## src/rtl/vc_router_pkg.sv

```systemverilog
// Shared definitions for the virtual channel router: flit geometry, idle flit
// and flit type encodings.
package vc_router_pkg;

    localparam int FLIT_W = 32;
    localparam logic [FLIT_W-1:0] IDLE_FLIT = 32'h6000_0000;

    localparam int TYPE_MSB = 31;
    localparam int TYPE_LSB = 30;

    typedef enum logic [1:0] {
        TYPE_BODY = 2'b00,
        TYPE_IDLE = 2'b01,
        TYPE_HEAD = 2'b10,
        TYPE_TAIL = 2'b11
    } flit_type_e;

    function automatic flit_type_e flit_type(input logic [FLIT_W-1:0] flit);
        return flit_type_e'(flit[TYPE_MSB:TYPE_LSB]);
    endfunction

endpackage

```

## src/rtl/rr_arbiter.sv

```systemverilog
// Combinational round-robin arbiter: first asserted request at or above the
// pointer, wrapping modulo N, wins.
module rr_arbiter #(
    parameter int N     = 4,
    parameter int IDX_W = 2
) (
    input  logic [N-1:0]     i_req,
    input  logic [IDX_W-1:0] i_ptr,
    output logic [N-1:0]     o_gnt,
    output logic [IDX_W-1:0] o_gnt_idx,
    output logic             o_gnt_vld
);

    always_comb begin
        int              idx;
        logic [IDX_W-1:0] idx_v;
        o_gnt     = '0;
        o_gnt_idx = '0;
        o_gnt_vld = 1'b0;
        idx       = 0;
        idx_v     = '0;
        for (int k = 0; k < N; k++) begin
            idx   = (int'(i_ptr) + k) % N;
            idx_v = IDX_W'(idx);
            if (!o_gnt_vld && i_req[idx_v]) begin
                o_gnt_vld    = 1'b1;
                o_gnt[idx_v] = 1'b1;
                o_gnt_idx    = idx_v;
            end
        end
    end

endmodule

```

## src/rtl/vc_link_arbiter.sv

```systemverilog
// Output-port link scheduler: round-robin shares one registered 32-bit link
// between NUM_VC credit-gated virtual channels.
module vc_link_arbiter
    import vc_router_pkg::*;
#(
    parameter int NUM_VC    = 4,
    parameter int VC_W      = 2,
    parameter int BUF_DEPTH = 4,
    parameter int CRD_W     = 4
) (
    input  logic                     clk,
    input  logic                     clr,
    input  logic [NUM_VC-1:0]        vc_req,
    input  logic [FLIT_W*NUM_VC-1:0] vc_flit,
    output logic [NUM_VC-1:0]        vc_gnt,
    input  logic [NUM_VC-1:0]        credit_in,
    output logic [FLIT_W-1:0]        link_flit,
    output logic [VC_W-1:0]          link_vc,
    output logic                     link_valid,
    output logic [NUM_VC-1:0]        credit_avail,
    output logic                     credit_err
);

    localparam logic [CRD_W-1:0] CRD_MAX = CRD_W'(BUF_DEPTH);
    localparam logic [VC_W-1:0]  LAST_VC = VC_W'(NUM_VC - 1);

    logic [VC_W-1:0]   r_ptr;
    logic [CRD_W-1:0]  r_credit [NUM_VC];
    logic              r_credit_err;
    logic [FLIT_W-1:0] r_link_flit;
    logic [VC_W-1:0]   r_link_vc;
    logic              r_link_valid;

    logic [NUM_VC-1:0] w_elig;
    logic [NUM_VC-1:0] w_full;
    logic [NUM_VC-1:0] w_arb_gnt;
    logic [NUM_VC-1:0] w_gnt;
    logic [VC_W-1:0]   w_gnt_idx;
    logic              w_arb_vld;
    logic              w_gnt_vld;
    logic [FLIT_W-1:0] w_sel_flit;
    logic [VC_W-1:0]   w_ptr_next;
    logic              w_overflow;

    always_comb begin
        w_elig = '0;
        w_full = '0;
        for (int i = 0; i < NUM_VC; i++) begin
            w_elig[i] = vc_req[i] & (r_credit[i] != '0);
            w_full[i] = (r_credit[i] == CRD_MAX);
        end
    end

    rr_arbiter #(
        .N     (NUM_VC),
        .IDX_W (VC_W)
    ) u_rr_arbiter (
        .i_req     (w_elig),
        .i_ptr     (r_ptr),
        .o_gnt     (w_arb_gnt),
        .o_gnt_idx (w_gnt_idx),
        .o_gnt_vld (w_arb_vld)
    );

    // Handshake: a VC presents vc_req with a stable vc_flit; the flit is
    // consumed in the cycle its vc_gnt bit is high. No grant is issued while
    // clr is asserted, so a reset never silently swallows a flit.
    assign w_gnt      = w_arb_gnt & {NUM_VC{clr}};
    assign w_gnt_vld  = w_arb_vld & clr;
    assign w_sel_flit = vc_flit[FLIT_W*w_gnt_idx +: FLIT_W];
    assign w_ptr_next = (w_gnt_idx == LAST_VC) ? '0 : w_gnt_idx + 1'b1;
    assign w_overflow = |(credit_in & ~w_gnt & w_full);

    always_ff @(posedge clk or negedge clr) begin
        if (!clr) begin
            r_ptr        <= '0;
            r_credit_err <= 1'b0;
            r_link_flit  <= IDLE_FLIT;
            r_link_vc    <= '0;
            r_link_valid <= 1'b0;
        end else begin
            if (w_gnt_vld) begin
                r_ptr        <= w_ptr_next;
                r_link_flit  <= w_sel_flit;
                r_link_vc    <= w_gnt_idx;
                r_link_valid <= 1'b1;
            end else begin
                r_link_flit  <= IDLE_FLIT;
                r_link_vc    <= '0;
                r_link_valid <= 1'b0;
            end
            if (w_overflow) begin
                r_credit_err <= 1'b1;
            end
        end
    end

    // A returned credit into a full counter saturates; a grant plus a return
    // in the same cycle cancel out.
    always_ff @(posedge clk or negedge clr) begin
        if (!clr) begin
            for (int i = 0; i < NUM_VC; i++) begin
                r_credit[i] <= CRD_MAX;
            end
        end else begin
            for (int i = 0; i < NUM_VC; i++) begin
                if (credit_in[i] && !w_gnt[i]) begin
                    if (!w_full[i]) begin
                        r_credit[i] <= r_credit[i] + 1'b1;
                    end
                end else if (w_gnt[i] && !credit_in[i]) begin
                    r_credit[i] <= r_credit[i] - 1'b1;
                end
            end
        end
    end

    always_comb begin
        credit_avail = '0;
        for (int i = 0; i < NUM_VC; i++) begin
            credit_avail[i] = (r_credit[i] != '0);
        end
    end

    assign vc_gnt     = w_gnt;
    assign link_flit  = r_link_flit;
    assign link_vc    = r_link_vc;
    assign link_valid = r_link_valid;
    assign credit_err = r_credit_err;

endmodule

```

## config.mk

```make
export PLATFORM = sky130hd
export DESIGN_NAME = vc_link_arbiter
export DESIGN_NICKNAME = d
export VERILOG_FILES = /design/src/rtl/vc_router_pkg.sv /design/src/rtl/rr_arbiter.sv /design/src/rtl/vc_link_arbiter.sv
export SDC_FILE = /design/constraint.sdc
export NUM_CORES = 1
export LEC_CHECK = 0
export BUFFER_PORTS_ARGS = -buffer_cell sky130_fd_sc_hd__buf_4
export CAP_MARGIN = 20
export CORE_MARGIN = 10
export CORE_UTILIZATION = 53
export DETAILED_ROUTE_END_ITERATION = 8
export PLACE_DENSITY = 0.87
export SYNTH_ARGS = -nofsm -noshare
export SYNTH_HDL_FRONTEND = slang
export SYNTH_SLANG_ARGS = --single-unit
```

## constraint.sdc

```tcl
create_clock -name clk -period 6.94 [get_ports clk]
set_input_delay 0.694 -clock clk [delete_from_list [all_inputs] [get_ports clk]]
set_output_delay 0.694 -clock clk [all_outputs]
set_load 0.005 [all_outputs]
```

==> After elaboration in Yosys (flattened, before gate mapping) <==
Cells that the tools add are included.
{ "op_classes": {"shifts": 1, "n_reduce_logical": 39, "add_sub_neg": 12, "n_eq_ne": 9, "bitwise": 12, "n_mux": 44, "order_cmp": 8} }
{ "ops": {"columns": ["cell", "n"], "rows": [
  ["$shiftx A128 B8 Y32", 1],
  ["$mux W4", 16],
  ["$mux W32", 1],
  ["$add A4 B1 Y4 const B", 4],
  ["$eq A4 B3 Y1 const B", 4],
  ["$reduce_bool A4 Y1", 4],
  ["$sub A4 B1 Y4 const B", 4],
  ["$logic_and A1 B1 Y1", 15],
  ["$mux W1", 13],
  ["$and A4 B4 Y4", 3],
  ["$lt A2 B3 Y1 const B", 4],
  ["$mux W2", 6],
  ["$or A4 B4 Y4", 3],
  ["$logic_not A1 Y1", 11],
  ["$bmux W1 S2", 4],
  ["$demux W1 S2", 4],
  ["$ge A2 B1 Y1 const B", 4],
  ["$ne A2 B2 Y1 const B", 4],
  ["$reduce_and A2 Y1", 4],
  ["$reduce_bool A2 Y1", 4],
  ["$and A1 B1 Y1", 5],
  ["$add A2 B1 Y2 const B", 2],
  ["$add A2 B2 Y2 const B", 2],
  ["$not A4 Y4", 1],
  ["other kinds (2)", 2]
]} }
{ "totals": {"elab_cells": 134, "ff_bits": 54, "out_inout_bits": 44} }

==> Longest topological paths before layout <==
Gate-level depths: netlist (run 1).
{ "depth": {"depth_word": 19, "ltp_mapped": 15, "ltp_nobuf": 13} }

==> Hierarchy <==
From an unflattened synthesis (run 1), not the netlist that was laid out.
{ "hier_totals": {"cells_unflattened": 270, "hier_area_um2": 3555.9} }
{ "by_module_without_submodules": {"columns": ["module", "area_per_inst_um2", "n_inst", "cells_each"], "rows": [
  ["vc_link_arbiter", 3136.8, 1, 225],
  ["rr_arbiter", 419.2, 1, 45]
]} }

==> Least setup slack after synthesis (run 1) <==
OpenSTA, ideal clock, no wires.
{ "synth_timing": {"path_kind": "register -> register", "start": "register r_ptr[0]", "end": "register r_credit[14] in the netlist's numbering", "arrival_ps": 3745, "slack_ps": 3116, "n_path_buf": 2, "t_required_ps": 6861, "setup_ps": 79, "stages_incl_launch_ff": 13, "cell_sequence": "dfrtp_1 > inv_2 > ha_1 > clkbuf_1 > mux4_2 > a221oi_1 > a2bb2oi_2 > buf_4 > nand2_1 > fa_1 > xnor2_1 > or3b_1 > o211a_1"} }
{ "synth_via": {"elab_chain_cells": 17, "elab_cells_between_ends": 55, "cone_classes": "add/sub (3); order compare (8); eq/ne (1); mux (24); bitwise (4); reduce/logical (15)"} }
{ "synth_rtl": {"columns": ["element", "line_no", "text"], "rows": [
  ["start, declared", "vc_link_arbiter.sv:27", "logic [VC_W-1:0] r_ptr;"],
  ["start signal, assigned", "vc_link_arbiter.sv:83", "r_ptr <= w_ptr_next;"],
  ["branches (longest 11 deep; another with $lt A2 B3 Y1)", null, null],
  ["$mux W4 (*)", "rr_arbiter.sv:25", "if (!o_gnt_vld && i_req[idx_v]) begin"],
  ["$and A4 B4 Y4 (*)", "vc_link_arbiter.sv:68", "assign w_gnt = w_arb_gnt & {NUM_VC{clr}};"],
  ["$logic_not A1 Y1", "vc_link_arbiter.sv:107", "if (credit_in[i] && !w_gnt[i]) begin"],
  ["$logic_and A1 B1 Y1", "vc_link_arbiter.sv:107", null],
  ["$ne A2 B2 Y1 (no line) or $reduce_bool A2 Y1 (tied branches)", null, null],
  ["$reduce_and A2 Y1 (no line)", null, null],
  ["end signal, assigned by index", "vc_link_arbiter.sv:109", "r_credit[i] <= r_credit[i] + 1'b1;"],
  ["end signal, assigned by index", "vc_link_arbiter.sv:112", "r_credit[i] <= r_credit[i] - 1'b1;"],
  ["end, declared", "vc_link_arbiter.sv:28", "logic [CRD_W-1:0] r_credit [NUM_VC];"]
]} }
Mark *: on every way between the ends. The select of a mux whose other input is x is not followed.
A chain may end at the register's enable or synchronous reset.

==> Final worst setup path (run 1) <==
{ "layout_timing": {"start": "register r_ptr[1]", "end": "register r_credit[14] in the netlist's numbering"} }
Same word-level chain as after synthesis.

==> results.md, run 1 <==
- Status: completed
- Tcrit/Tclk final: approximately two thirds
- Seq cells post-synth: 54
- Largest net degree at the start of global routing: 72
- CP max FO: 19
- CP Capture Type: flip-flop
- Drt wl/cell: about 20 microns
- Via count: 4,381
- Worst skew pair latency: approximately 0.32 ns
- Total Routing Usage GR: a little over a fifth
- Vias in the first global route: between 4,000 and 5,000
- RSZ-0062 raised after global routing: no
- Combinational power share: 70.7%
- Syn Inst Count: 460
- Final Wtd Congestion: between 0.9 and 1
- TNS Setup: 0 ns
- WP data required: 7.20 ns
- LEAKAGE: about 2.9 nW
- Area grow syn2layout: 34.61%
- Clock buffer depth: 2
- WS Path Type: reg2reg
- CTS Buf Count: 5
- CTS sink cnt: 54
- Final Net Count: 780
- MaxCap Viol Count: 0
- Share of synthesized registers carrying an async set or reset: 100.0%
- Syn nets: approximately 600
- Initial Util: between 50 and 60%
- Die H: between 100 and 150 microns
- # setup viols final: 0
- Worst ir drop on vdd: roughly 320 uV
- Tmin final: 4.688 ns
- IO Count: roughly 180
- Initial antenna violation count: 0
- Port bufs: 181
- Cell area after synthesis: around 0.0044 sq mm
- CTS Hold Bufs: 0
- Htree depth: 2
- Cts repair resizes: 0
- Pwr dens: between 500 and 600 mW/mm^2
- CP Launch Type: flip-flop
- CTS tree: built
- Worst-path clk slew: 0.10 ns
- Syn_area_per_cell: between 9 and 10 sq um
- FMAX: 213.3 MHz
- Slew HR: approximately 32%
- Clock power share: 8.9%
- Die X: roughly 110 microns
- Post-synthesis sequential area ratio: between 30 and 40%
- Most frequently used flop master after synthesis: dfrtp_1
- Fraction of layout cells with a size suffix above 1: between 30% and 40%
- Worst EP arrival: about 5.0 ns
- Commonest non-fill, non-tap cells in the layout: 186 x buf_4, 73 x mux2i_1, 51 x o22ai_1
- Fin. Hold Viols: 0
- Remaining DRCs: 0
- Switching Fraction: ~46%
- First-pass GRT wire length: roughly 23 mm
- # diodes: 0
- Area of the die: ~0.012 sq mm
- DRT Pass-1 Iters: 4
- Post-CTS Setup Bufs: 0
- Commonest non-fill, non-tap cell in the layout: buf_4
- Vias per cell: 6.018
- Net Sw Power: 0.001374 W
- Min-Delay Path Class: in2async
- Clock Skew: 0.009470 ns
- Grt ovf: 0
- Hpwl dp: approximately 11 mm
- Max Slew Vio Count: 0
- # rows: 33
- Post-DRT Antenna Nets: 0
- Post-synth EDFFs: 0
- Iter 0 DRT Violations: 270
- Worst-margin pin slew: 1.005 ns
- Root buffer cell: clkbuf_8
- Fill cells: between 600 and 700
- Core ar.: just over 0.008 sq mm
- P_int: 0.001589 W
- Ys Warns: 0
- Overall power: about 0.0030 W
- Seq pwr share: around a fifth
- Drt total wl: ~14 mm
- Netlist cell types: 58
[cell usage after synthesis (5+ instances only)]
library cell  number  share of area (%)
nor2_1            26                2.2
o21ai_0            9                1.0
xnor2_1           10                2.0
dfstp_2            6                3.6
nor3_1            21                2.4
mux2_2             6                1.5
inv_1             14                1.2
clkbuf_1          13                1.1
buf_4              6                1.0
mux2i_1           73                 17
dfrtp_1           48                 28
ha_1              16                4.6
nand2b_1           5               0.72
a21oi_1           28                3.2
o22ai_1           51                7.3
buf_2              7               0.80
nand2_1           35                3.0
buf_6              5                1.3
[power groups by stage]
stage	Sequential [W]	Clock, W	Combinational [W]
CTS	0.000603	0.000263	0.00208
detailed placement	0.000608	0	0.00207
finish	0.000603	0.000264	0.00210
floorplan	0.000583	0	0.00161
global placement	0.000595	0	0.00199
global route	0.000625	0.000275	0.00230
[cells by family after synthesis]
group	synth area share [%]
flops	31.12
xor+xnor	2.808
mux	20.95
simple gates	12.61
buf+inv	5.616
fa+ha+maj	6.418
compound gates	20.49
[through the flow]
| stage | hold slack, ns | util [%] | setup slack, ns | cell area, sq um | instances |
|---|---|---|---|---|---|
| final | 0.4344 | 72.27 | 2.252 | 5878 | 728 |
| after global placement | 0.5089 | 70.37 | 2.583 | 5724 | 719 |
| after detailed placement | 0.5303 | 70.37 | 2.344 | 5724 | 719 |
| after floorplan | 0.3984 | - | 3.116 | 4367 | 460 |
| after global routing | 0.4887 | 72.27 | 1.933 | 5878 | 728 |
| after CTS | 0.4690 | 72.13 | 2.291 | 5867 | 727 |
[path summary, 6_finish.rpt]
kind / cells past startpoint / start / to / slack, ns
worst min register to register: 2 / credit_err$_DFFE_PN0P_ / credit_err$_DFFE_PN0P_ / 0.55
worst min-delay path: 1 / clr / link_flit[2]$_DFF_PN0_ / 0.43
worst max-delay path: 12 / r_ptr[1]$_DFFE_PN0P_ / r_credit[14]$_DFFE_PN1P_ / 2.25
worst max register to register: 12 / r_ptr[1]$_DFFE_PN0P_ / r_credit[14]$_DFFE_PN1P_ / 2.25
min in group clk: 2 / credit_err$_DFFE_PN0P_ / credit_err$_DFFE_PN0P_ / 0.55
max in group asynchronous: 1 / clr / r_ptr[0]$_DFFE_PN0P_ / 5.99
[worst max-delay path, stage by stage, from the launching register on]
cell,delay [ns]
dfrtp_1,0.73
inv_1,0.29
ha_1,0.64
mux4_2,0.47
nor2_1,0.13
buf_4,0.22
a221oi_1,0.30
a2bb2oi_2,0.50
nand2_1,0.21
fa_1,0.42
xnor2_1,0.21
or3b_1,0.38
o211a_1,0.12
[cell type report]
type	count	area, sq um	share of cell area (%)
inverter	15	56.30	0.9579
sequential	54	1360	23.14
tap	105	131.4	2.235
timing repair buffer	187	1408	23.95
multi-input combinational	359	2780	47.30
clock inverter	2	60.06	1.022
clock buffer	6	82.58	1.405
[metal layers]
layer	part of all wire (%)	GRT usage [%]
met1	36	23.13
met2	51	37.58
met3	11	9.578
met4	2.3	6.337
met5	0	0
[registers in the layout (all words and copies together) (netlist names)]
name and cells:
link_valid 1, r_ptr 2, r_credit 16, link_flit 32
link_vc 2, credit_err 1
No activity file was read; power rests on OpenSTA's default activity.
==> run 2: changes to the inputs <==
Settings changed: CORE_UTILIZATION 53 to 44, PLACE_DENSITY 0.87 to 0.77.
Clock period 6.94 ns to 4.3 ns, I/O delays scaled along.
==> results.md, run 2 (synthesis gave the netlist of run 1 again) <==
- Drt total wl: roughly 14 mm
- CP Capture Type: flip-flop
- Port bufs: 181
- Hpwl dp: 11.27 mm
- Initial Util: between 40 and 50%
- Top delay family on crit path: compound AO/OA/AOI/OAI gates
- WS Path Type: reg2reg
- Worst ir drop on vdd: approximately 560 uV
- DRT Pass-1 Iters: 5
- CTS Buf Count: 5
- MaxCap Viol Count: 0
- CTS sink cnt: 54
- Post-DRT Antenna Nets: 0
- Slew HR: roughly 40%
- Area grow syn2layout: 35.24%
- CP Launch Type: flip-flop
- # rows: 36
- Die X: 119.6 microns
- Initial antenna violation count: 0
- Worst EP arrival: between 4 and 5 ns
- Fraction of layout cells with a size suffix above 1: a little under two fifths
- Core ar.: roughly 0.0097 sq mm
- # diodes: 0
- Worst stage delay on the critical path: about 0.84 ns
- Fin. Hold Viols: 0
- CP cell instances: o41ai_1 -> mux4_2 -> nor2_1 -> a221oi_1 -> a2bb2oi_2 -> nand2_1 -> ha_1 -> a21o_1 -> a21oi_1 -> nor2b_1 -> mux2i_1 -> xnor2_1
- Clock buffer depth: 2
- Vias per cell: 5.763
- Worst-path clk slew: ~0.10 ns
- Overall power: approximately 0.0047 W
- Fill cells: around 850
- First-pass GRT wire length: roughly 23 mm
- Post-CTS Setup Bufs: 0
- CP max stage cell: o41ai_1
- Die H: ~120 microns
- Drt wl/cell: approximately 19 microns
- Remaining DRCs: 0
- Max reg flops: 32
- Root buffer cell: clkbuf_8
- TNS Setup: 0 ns
- Cells after DPL: roughly 760
- Clock Skew: 0.01046 ns
- CP bufs+invs: 0
- Worst skew pair latency: ~0.31 ns
- R2R cell count: 12
- FMAX: ~260 MHz
- Final Wtd Congestion: slightly below 0.9
- Max Slew Vio Count: 0
- RSZ-0062 raised after global routing: no
- Grt ovf: 0
- Final Net Count: 787
- Commonest non-fill, non-tap cell in the layout: buf_4
- Largest net degree at the start of global routing: a little over 70
- Tcrit/Tclk final: between 90% and 100%
- Levels on crit path: 12
- CP max FO: 8
- Status: completed
- Vias in the first global route: between 4,000 and 5,000
- WP data required: ~4.5 ns
- Cts repair resizes: 0
- Worst-margin pin slew: ~0.87 ns
- Pwr dens: about 800 mW/mm^2
- Via count: approximately 4,400
- # setup viols final: 0
- Tmin final: around 3.9 ns
- Area of the die: 0.01431 sq mm
- IO Count: 182
- Commonest non-fill, non-tap cells in the layout: 194 x buf_4, 73 x mux2i_1, 51 x o22ai_1
- Post-Layout Cell Count: 763
- Min-Delay Path Class: in2async
- Htree depth: 2
- Total Routing Usage GR: 18.83%
- CTS tree: built
- Iter 0 DRT Violations: around 310
- LEAKAGE: between 2 and 3 nW
- CTS Hold Bufs: 0
-- run 2: cell count changes in the layout (fill, tap and decap cells not counted), sizes merged --
cell | previous run | this run
clkinv | 0 | 2
buf | 187 | 194
bufinv | 2 | 0
-- run 2: cell type report --
type / instances / area [sq um] / area share (%)
Clock buffer: 6 / 72.57 / 1.229
Clock inverter: 2 / 13.76 / 0.2331
Inverter: 15 / 56.30 / 0.9534
Multi-Input combinational cell: 359 / 2780 / 47.08
Sequential cell: 54 / 1360 / 23.03
Tap cell: 133 / 166.4 / 2.818
Timing Repair Buffer: 194 / 1456 / 24.66
-- run 2: per-layer routing --
metal / global-route usage (%) / share of wire, % / vias to the layer above
met4: 4.600 / 1.4 / 0
li1: - / - / 2068
met5: 0 / 0 / -
met1: 23.11 / 40 / 2104
met2: 32.63 / 51 / 208
met3: 4.313 / 7.2 / 17
-- run 2: stage by stage --
step | cell area, sq um | util (%) | setup WS, ns | hold slack, ns
2_1_floorplan | 4367 | - | 0.4760 | 0.1344
3_3_place_gp | 5819 | 59.81 | 0.7042 | 0.5032
3_5_place_dp | 5819 | 59.81 | 0.5552 | 0.5015
4_1_cts | 5906 | 60.70 | 0.5345 | 0.2132
5_1_grt | 5906 | 60.70 | 0.2280 | 0.2425
6_report | 5906 | 60.70 | 0.3938 | 0.1642
-- run 2: path summary, 6_finish.rpt --
| path | slack, ns | from | to |
|---|---|---|---|
| min in group clk | 0.42 | vc_flit[124] | link_flit[28]$_DFF_PN0_ |
| worst min-delay path | 0.16 | clr | link_flit[3]$_DFF_PN0_ |
| max in group asynchronous | 3.60 | clr | r_ptr[0]$_DFFE_PN0P_ |
| worst max register to register | 0.39 | r_credit[12]$_DFFE_PN0P_ | r_credit[3]$_DFFE_PN0P_ |
| worst max-delay path | 0.39 | r_credit[12]$_DFFE_PN0P_ | r_credit[3]$_DFFE_PN0P_ |
| worst min register to register | 0.52 | credit_err$_DFFE_PN0P_ | credit_err$_DFFE_PN0P_ |
-- run 2: power by group --
group | total [W] | switching [W] | internal [W]
registers | 0.000949 | 0.000192 | 0.000757
logic | 0.00349 | 0.00189 | 0.00160
clock network | 0.000286 | 0.000171 | 0.000116
total | 0.00473 | 0.00226 | 0.00247
